**src/rtl/aes_seq_pkg.sv**
```systemverilog
// Shared types and sizes for the AES-128 decryption block sequencer.
// Imported by the byte shifter and the sequencer top.
package aes_seq_pkg;

  localparam int BYTES_PER_BLOCK = 16;
  localparam int BLOCK_W         = 128;

  typedef enum logic [1:0] {
    COLLECT = 2'd0,
    START   = 2'd1,
    WAIT    = 2'd2,
    EMIT    = 2'd3
  } seq_state_e;

endpackage

```
**src/rtl/aes_byte_shifter.sv**
```systemverilog
// 128-bit register with parallel load and byte-wide shift-left.
// A shift-in pushes byte_in into [7:0]; a shift-out pushes zeros.
module aes_byte_shifter
  import aes_seq_pkg::*;
(
  input  logic               clk,
  input  logic               rst,
  input  logic               load,
  input  logic [BLOCK_W-1:0] load_data,
  input  logic               shift_in,
  input  logic [7:0]         byte_in,
  input  logic               shift_out,
  output logic [BLOCK_W-1:0] data
);

  logic [BLOCK_W-1:0] data_reg;
  logic [BLOCK_W-1:0] shifted;

  // Each byte lane takes the lane below it; lane 0 is the entry point.
  genvar gi;
  generate
    for (gi = 1; gi < BYTES_PER_BLOCK; gi++) begin : g_lane
      assign shifted[8*gi +: 8] = data_reg[8*(gi-1) +: 8];
    end
  endgenerate
  assign shifted[7:0] = shift_in ? byte_in : 8'h00;

  always_ff @(posedge clk or posedge rst) begin
    if (rst) begin
      data_reg <= '0;
    end else if (load) begin
      data_reg <= load_data;
    end else if (shift_in || shift_out) begin
      data_reg <= shifted;
    end
  end

  assign data = data_reg;

endmodule

```
**src/rtl/aes_dec_block_sequencer.sv**
```systemverilog
// Feeds 16-byte ciphertext blocks into the AES-128 decryption core and
// serialises the resulting plaintext back out, counting blocks per sector.
module aes_dec_block_sequencer
  import aes_seq_pkg::*;
#(
  parameter int BLOCKS_PER_SECTOR = 32
) (
  input  logic               clk,
  input  logic               rst,
  input  logic [7:0]         in_data,
  input  logic               in_valid,
  output logic               in_ready,
  output logic [7:0]         out_data,
  output logic               out_valid,
  input  logic               out_ready,
  input  logic [BLOCK_W-1:0] key_in,
  input  logic               key_load,
  output logic               key_err,
  output logic [BLOCK_W-1:0] aes_text,
  output logic [BLOCK_W-1:0] aes_key,
  output logic               aes_decrypt,
  input  logic               aes_done,
  input  logic [BLOCK_W-1:0] aes_dout,
  output logic               busy,
  output logic               sector_done
);

  localparam int SEC_W = (BLOCKS_PER_SECTOR > 1) ? $clog2(BLOCKS_PER_SECTOR) : 1;
  localparam logic [SEC_W-1:0] SEC_LAST = SEC_W'(BLOCKS_PER_SECTOR - 1);

  seq_state_e         state_reg;
  logic [3:0]         byte_cnt_reg;
  logic [SEC_W-1:0]   sec_cnt_reg;
  logic               done_q_reg;
  logic               in_ready_reg;
  logic               aes_decrypt_reg;
  logic               out_valid_reg;
  logic               busy_reg;
  logic               key_err_reg;
  logic               sector_done_reg;
  logic [BLOCK_W-1:0] aes_key_reg;
  logic [BLOCK_W-1:0] out_block;

  logic in_fire;
  logic out_fire;
  logic last_byte;
  logic done_rise;
  logic capture;
  logic key_ok;

  assign in_fire   = in_valid && in_ready_reg && (state_reg == COLLECT);
  assign out_fire  = out_valid_reg && out_ready;
  assign last_byte = (byte_cnt_reg == 4'd15);
  // Only a fresh edge counts, so a done level left over from the last block is ignored.
  assign done_rise = aes_done && !done_q_reg;
  assign capture   = (state_reg == WAIT) && done_rise;
  assign key_ok    = (state_reg == COLLECT) && (byte_cnt_reg == 4'd0) && !in_fire;

  aes_byte_shifter u_in_shift (
    .clk       (clk),
    .rst       (rst),
    .load      (1'b0),
    .load_data ('0),
    .shift_in  (in_fire),
    .byte_in   (in_data),
    .shift_out (1'b0),
    .data      (aes_text)
  );

  aes_byte_shifter u_out_shift (
    .clk       (clk),
    .rst       (rst),
    .load      (capture),
    .load_data (aes_dout),
    .shift_in  (1'b0),
    .byte_in   (8'h00),
    .shift_out (out_fire),
    .data      (out_block)
  );

  always_ff @(posedge clk or posedge rst) begin
    if (rst) begin
      state_reg       <= COLLECT;
      byte_cnt_reg    <= '0;
      sec_cnt_reg     <= '0;
      done_q_reg      <= 1'b0;
      in_ready_reg    <= 1'b0;
      aes_decrypt_reg <= 1'b0;
      out_valid_reg   <= 1'b0;
      busy_reg        <= 1'b0;
      key_err_reg     <= 1'b0;
      sector_done_reg <= 1'b0;
      aes_key_reg     <= '0;
    end else begin
      aes_decrypt_reg <= 1'b0;
      key_err_reg     <= 1'b0;
      sector_done_reg <= 1'b0;
      done_q_reg      <= aes_done;

      if (key_load) begin
        if (key_ok) aes_key_reg <= key_in;
        else        key_err_reg <= 1'b1;
      end

      case (state_reg)
        COLLECT: begin
          in_ready_reg <= 1'b1;
          if (in_fire) begin
            if (last_byte) begin
              byte_cnt_reg    <= '0;
              state_reg       <= START;
              in_ready_reg    <= 1'b0;
              aes_decrypt_reg <= 1'b1;
              busy_reg        <= 1'b1;
            end else begin
              byte_cnt_reg <= byte_cnt_reg + 4'd1;
            end
          end
        end
        START: begin
          state_reg <= WAIT;
        end
        WAIT: begin
          if (done_rise) begin
            state_reg     <= EMIT;
            busy_reg      <= 1'b0;
            out_valid_reg <= 1'b1;
          end
        end
        EMIT: begin
          if (out_fire) begin
            if (last_byte) begin
              byte_cnt_reg  <= '0;
              state_reg     <= COLLECT;
              out_valid_reg <= 1'b0;
              in_ready_reg  <= 1'b1;
              if (sec_cnt_reg == SEC_LAST) begin
                sec_cnt_reg     <= '0;
                sector_done_reg <= 1'b1;
              end else begin
                sec_cnt_reg <= sec_cnt_reg + 1'b1;
              end
            end else begin
              byte_cnt_reg <= byte_cnt_reg + 4'd1;
            end
          end
        end
        default: state_reg <= COLLECT;
      endcase
    end
  end

  assign in_ready    = in_ready_reg;
  assign out_valid   = out_valid_reg;
  assign out_data    = out_block[BLOCK_W-1 -: 8];
  assign aes_key     = aes_key_reg;
  assign aes_decrypt = aes_decrypt_reg;
  assign busy        = busy_reg;
  assign key_err     = key_err_reg;
  assign sector_done = sector_done_reg;

endmodule

```
**config.mk**
```make
export PLATFORM = sky130hd
export DESIGN_NAME = aes_dec_block_sequencer
export DESIGN_NICKNAME = d
export VERILOG_FILES = /design/src/rtl/aes_seq_pkg.sv /design/src/rtl/aes_byte_shifter.sv /design/src/rtl/aes_dec_block_sequencer.sv
export SDC_FILE = /design/constraint.sdc
export NUM_CORES = 1
export LEC_CHECK = 0
export ABC_AREA = 1
export CAP_MARGIN = 20
export CORE_AREA = 2 2 210 212
export CTS_CLUSTER_DIAMETER = 40
export DETAILED_ROUTE_END_ITERATION = 10
export DIE_AREA = 0 0 212 214
export GPL_ROUTABILITY_DRIVEN = 0
export PLACE_DENSITY = 0.82
export SYNTH_ARGS = -nofsm -noshare
export SYNTH_HDL_FRONTEND = slang
export SYNTH_HIERARCHICAL = 1
export SYNTH_SLANG_ARGS = --single-unit
```
**constraint.sdc**
```tcl
create_clock -name clk -period 7 [get_ports clk]
set_input_delay 1.4 -clock clk [delete_from_list [all_inputs] [get_ports clk]]
set_output_delay 1.4 -clock clk [all_outputs]
set_load 0.02 [all_outputs]
```
==> impl_metrics.ini, run 1 <==
[run_status]
status = finished clean

[floorplan]
core_area_sq_um = 42890
fp.dieW_microns = 212
io_pins = 540
rows = 76
chipHeight_microns = 214
dieArea_sq_um = 45370
start_util_pct = 45.81

[clock_network]
cts.clk_slew.worst_paths_ns = 0.05
clock_path_buffers = 3
htree_levels = 3
post_cts_buffers = 0
cts-root-buf = clkbuf_16
cts.sinks = 402
cts_hold_buf = 0
cts_buffers = 70
cts_tree = built
post_cts_resized = 0
clk_latency_ns = 0.59

[power]
vdd_ir_drop_max_mv = 0.1754
p_per_area_nw_per_um2 = 264.2
p_leak_nw = 14.61

[cells_and_area]
final_common_cell = nand2_1
syn2layout_area_growth_pct = 41.36
final_cell_mix = nand2_1 (1538), clkdlybuf4s50_1 (538), dfrtp_1 (402)
fin_area_sq_um = 27770
nNetsFinal = 3494
drive_gt1_share_pct = 4.644
fin_cells = 3866

[timing]
holdWs_ns = 0.4672
slew_violations = 0
tightest_slew_ns = 1.101
slew_headroom_pct = 26.57
layout_min_cycle_time_ns = 4.048
fmax_ghz = 0.2470
setup_tns_ns = 0
rsz0062_at_grt = no
fin_skew_ns = 0.02092
setup_viol = 0
finalHoldViolations = 0
fin_ws_ns = 2.952
post-route-period-util_pct = 57.83

[logic_synthesis]
yosysWarnings = 6
synth_area_per_cell_sq_um = 7.462
synth_top_cell_by_area = dfrtp_1
netlist_top_cells_area = dfrtp_1 (51%), nand2_1 (29%), nand3_1 (10%), buf_6 (3.2%), buf_2 (2.5%)
synth.cell_area_sq_um = 19650
synth_cell_type_count = 25
syn-instance-count = 2633
ys_seq_area_share_pct = 51.20
yosys_register_bits = 402
synth_top_area_share_pct = 51.20

[critical_path]
reg2reg_to = u_out_shift/data[53]
timing.rr.start = state_reg[0]
worstPathCellList = clkdlybuf4s50_1, nand3_1, inv_4, inv_6, buf_4, buf_4, nand2_1, nand2_1, nand2_1, nand2_1
crit_arrival_ns = 4.57
worstSetupPathType = in2reg
cpMostUsedCell = nand2_1
cp-start-kind = input pin
end_kind = register
regToRegSetupSlack_ns = 3.44
cp_max_fo = 93
critPathMaxStageDelay_ns = 0.81
crit_slowest_cell = buf_4
crit_buf_inv = 5
reg2reg_depth = 11
required_ns = 7.52
crit_family = buffers and inverters

[grt]
grt_pass1_wl_microns = 95570
grt_usage_pct = 26.35
grt_max_degree = 250
antenna_found_initial = 8
overflow = 0
grt_pass1_vias = 18193

[drt]
drc_errors = 0
wire_per_inst_microns = 15.54
vias = 18715
ant_nets = 0
first_pass_iters = 5
via_per_inst = 4.841
first_iter_violations = 1892
drt_wl_total_microns = 60080

[placement]
dp_slack_ns = 2.436
hpwl_microns = 38970
portBuffers = 539
dp_cells = 3730
dpl-instance-area_sq_um = 25200

[hold_path]
min_path_cells = 2
min_to = aes_key[49]
hold_class = reg2reg
hold_start = aes_key[49]

[flow_run]
maxCapViolations = 0
==> routing by layer <==
metal	up-vias	GRT usage (%)	wire length, microns
li1	9258	-	-
met1	8669	32.97	24330
met2	663	41.88	28800
met3	125	6.641	4449
met4	0	14.13	2506
met5	-	0	0
==> metrics by stage <==
step                      util (%)  total power, mW
after detailed placement     58.76            3.684
after global routing         64.76            7.642
after CTS                    64.71            7.379
after global placement       58.76            3.664
final                        64.76            7.337
after floorplan                  -            3.233
==> worst max path at each step <==
stage / startpoint / to / slack [ns] / cells after the start
floorplan: rst / aes_decrypt / 1.68 / 1
global placement: aes_done / u_out_shift/data[104] / 2.54 / 10
detailed placement: aes_done / u_out_shift/data[104] / 2.44 / 10
CTS: aes_done / u_out_shift/data[53] / 3.01 / 10
global route: aes_done / u_out_shift/data[53] / 2.67 / 10
finish: aes_done / u_out_shift/data[53] / 2.95 / 10
==> cell type report <==
class / count / area, sq um
diodes: 8 / 20.02
clock buffers: 88 / 1941
clock inverters: 40 / 611.8
fillers: 3528 / 15110
inverters: 42 / 177.7
multi-input cells: 2146 / 8718
flip-flops and latches: 402 / 10060
well taps: 585 / 732.0
repair buffers: 555 / 5513
==> worst register-to-register path: stages, from the launching register on <==
cell and delay (ns):
dfrtp_1 0.35, inv_1 0.08, ha_1 0.30, nand3_1 0.18, inv_4 0.17, inv_6 0.42, buf_4 0.70, buf_4 0.82
nand2_1 0.18, nand2_1 0.12, nand2_1 0.07, nand2_1 0.11
==> cells in the mapped netlist <==
library cell  instances
nor2_1               38
o21bai_1              2
nand3b_1              1
nor3_1                2
nand4_1               2
nand2_2               2
ha_1                  7
buf_4                 7
nand3_1             395
buf_2               100
conb_1                1
inv_2                 2
inv_1                40
clkbuf_1             19
nor2_4                2
nand2_1            1539
nor3_4                1
xnor2_1               1
nor2_2                1
a21boi_0              1
o211ai_1              1
o21ai_0              10
buf_6                56
dfrtp_1             402
nand3_2               1
==> cells by family after synthesis <==
family	share of synthesized area, %
other cells	0.01909
buf+inv	7.190
fa+ha+maj	0.4458
flops	51.20
xor+xnor	0.04459
compound gates	0.4076
simple gates	40.69
==> power breakdown <==
group / total [mW] / leakage [nW] / switching [mW] / internal [mW]
Clock: 3.67 / 1.24 / 1.26 / 2.41
Combinational: 0.995 / 8.08 / 0.547 / 0.448
Sequential: 2.67 / 5.29 / 0.148 / 2.52
(Power assumes the default switching activity.)
==> run 2: changes to the inputs <==
==> constraint.sdc (replaced) <==
create_clock -name clk -period 3.9 [get_ports clk]
set_input_delay 0.78 -clock clk [delete_from_list [all_inputs] [get_ports clk]]
set_output_delay 0.78 -clock clk [all_outputs]
set_load 0.02 [all_outputs]
==> run 2 against run 1 <==
  * Clock power up 44%
  * Via count down 0.16%
  * Global-route usage down 0.20 points
  * Cell count down 0.31%
  * Combinational power up 82%
  * Clock skew down 0.0032 ns
  * Critical endpoint is now u_in_shift/data[43]
==> impl_metrics.ini, run 2 (synthesis results as in run 1) <==
[floorplan]
core_area_sq_um = 42890
fp.dieW_microns = 212
dieArea_sq_um = 45370
start_util_pct = 45.81
rows = 76
io_pins = 540
chipHeight_microns = 214

[critical_path]
cpMostUsedCell = inv_1
cp-start-kind = register
required_ns = 4.43
critPathMaxStageDelay_ns = 0.90
crit_slowest_cell = buf_4
cp_max_fo = 100
end_kind = register
reg2reg_depth = 8
crit_arrival_ns = 3.46
worstPathCellList = inv_1, ha_1, inv_1, nor2_1, nor2_4, buf_4, nand3_1, nand2_1
worstSetupPathType = reg2reg

[drt]
ant_nets = 0
drc_errors = 0
vias = 18685
wire_per_inst_microns = 15.41
first_pass_iters = 6
via_per_inst = 4.848
drt_wl_total_microns = 59400
first_iter_violations = 1920

[timing]
tightest_slew_ns = 1.069
fmax_ghz = 0.3418
slew_violations = 0
finalHoldViolations = 0
setup_viol = 0
slew_headroom_pct = 28.76
fin_ws_ns = 0.9745
setup_tns_ns = 0
rsz0062_at_grt = no
holdWs_ns = 0.4675
layout_min_cycle_time_ns = 2.926
fin_skew_ns = 0.01775
post-route-period-util_pct = 75.01

[hold_path]
hold_class = reg2reg
min_path_cells = 2

[power]
switching_share_pct = 28.07
power_frac_comb_pct = 15.3
p_sw_mw = 3.331
vdd_ir_drop_max_mv = 0.3092
p_per_area_nw_per_um2 = 433.0
p_leak_nw = 14.42
p_int_mw = 8.535
power.share.clock_pct = 44.4
p_seq_share_pct = 40.3

[clock_network]
cts_hold_buf = 0
post_cts_resized = 0
post_cts_buffers = 0
clock_path_buffers = 3
cts-root-buf = clkbuf_16
cts.sinks = 402
cts.clk_slew.worst_paths_ns = 0.06
cts_buffers = 60
clk_latency_ns = 0.61
cts_tree = built
htree_levels = 2

[grt]
overflow = 0
antenna_found_initial = 6
grt_pass1_wl_microns = 95680
grt_max_degree = 250
grt_pass1_vias = 17969
grt_usage_pct = 26.15

[cells_and_area]
syn2layout_area_growth_pct = 39.47
final_cell_mix = nand2_1 (1538), clkdlybuf4s50_1 (538), dfrtp_1 (402)
nNetsFinal = 3492
drive_gt1_share_pct = 4.410
final_common_cell = nand2_1

[run_status]
status = finished clean

[placement]
hpwl_microns = 39130
portBuffers = 539
dp_slack_ns = 0.4683

[flow_run]
maxCapViolations = 0
-- run 2: changes by cell type in the layout (fill, tap and decap cells not counted), moves of 2 or more --
cell and change:
clkinv_2 +10, diode_2 -4, clkinvlp_4 +7, buf_12 +12, clkinv_8 -3, bufinv_16 -7, clkbuf_8 -7, clkinv_4 -2
buf_4 -4, clkbuf_16 -11
-- run 2: through the flow --
step	instances	util, %	area [sq um]	total power [mW]
floorplan	2772	-	20180	5.803
global placement	3738	59.25	25410	6.595
detailed placement	3738	59.25	25410	6.627
CTS	3850	63.87	27390	11.94
global route	3854	63.89	27400	12.39
finish	3854	63.89	27400	11.87
-- run 2: final timing paths --
path	startpoint	end	slack, ns
worst min-delay path	aes_key[101]	aes_key[101]	0.47
min in group asynchronous	rst	u_in_shift/data[47]	0.66
max in group asynchronous	rst	aes_key[17]	2.19
worst max-delay path	state_reg[0]	u_in_shift/data[43]	0.97
worst min register to register	aes_key[101]	aes_key[101]	0.47
worst max register to register	state_reg[0]	u_in_shift/data[43]	0.97
-- run 2: layout make-up --
type	instances	area, sq um
diodes	4	10.01
clock buffers	70	1569
clock inverters	42	412.9
fillers	3600	15480
inverters	42	176.4
multi-input cells	2146	8718
flip-flops and latches	402	10060
well taps	585	732.0
repair buffers	563	5723
-- run 2: layer usage --
metal / GRT usage, % / wire length (microns)
met5: 0 / 27
met1: 34.36 / 24270
met3: 5.938 / 4454
met2: 42.02 / 28720
met4: 10.09 / 1930
-- run 2: critical path: cells and delay by family (launching register included) --
kind	cells	cell delay, ns
buffers and inverters	3	1.08
flip-flops	1	0.35
AND/OR/NAND/NOR	4	1.07
adder cells (fa/ha/maj)	1	0.24
-- run 2: power groups by stage --
stage	combinational [mW]	clock, mW	sequential (mW)
floorplan	0.812	0	4.99
global placement	1.76	0	4.84
detailed placement	1.79	0	4.84
CTS	1.80	5.36	4.78
global route	2.02	5.55	4.82
finish	1.81	5.27	4.78
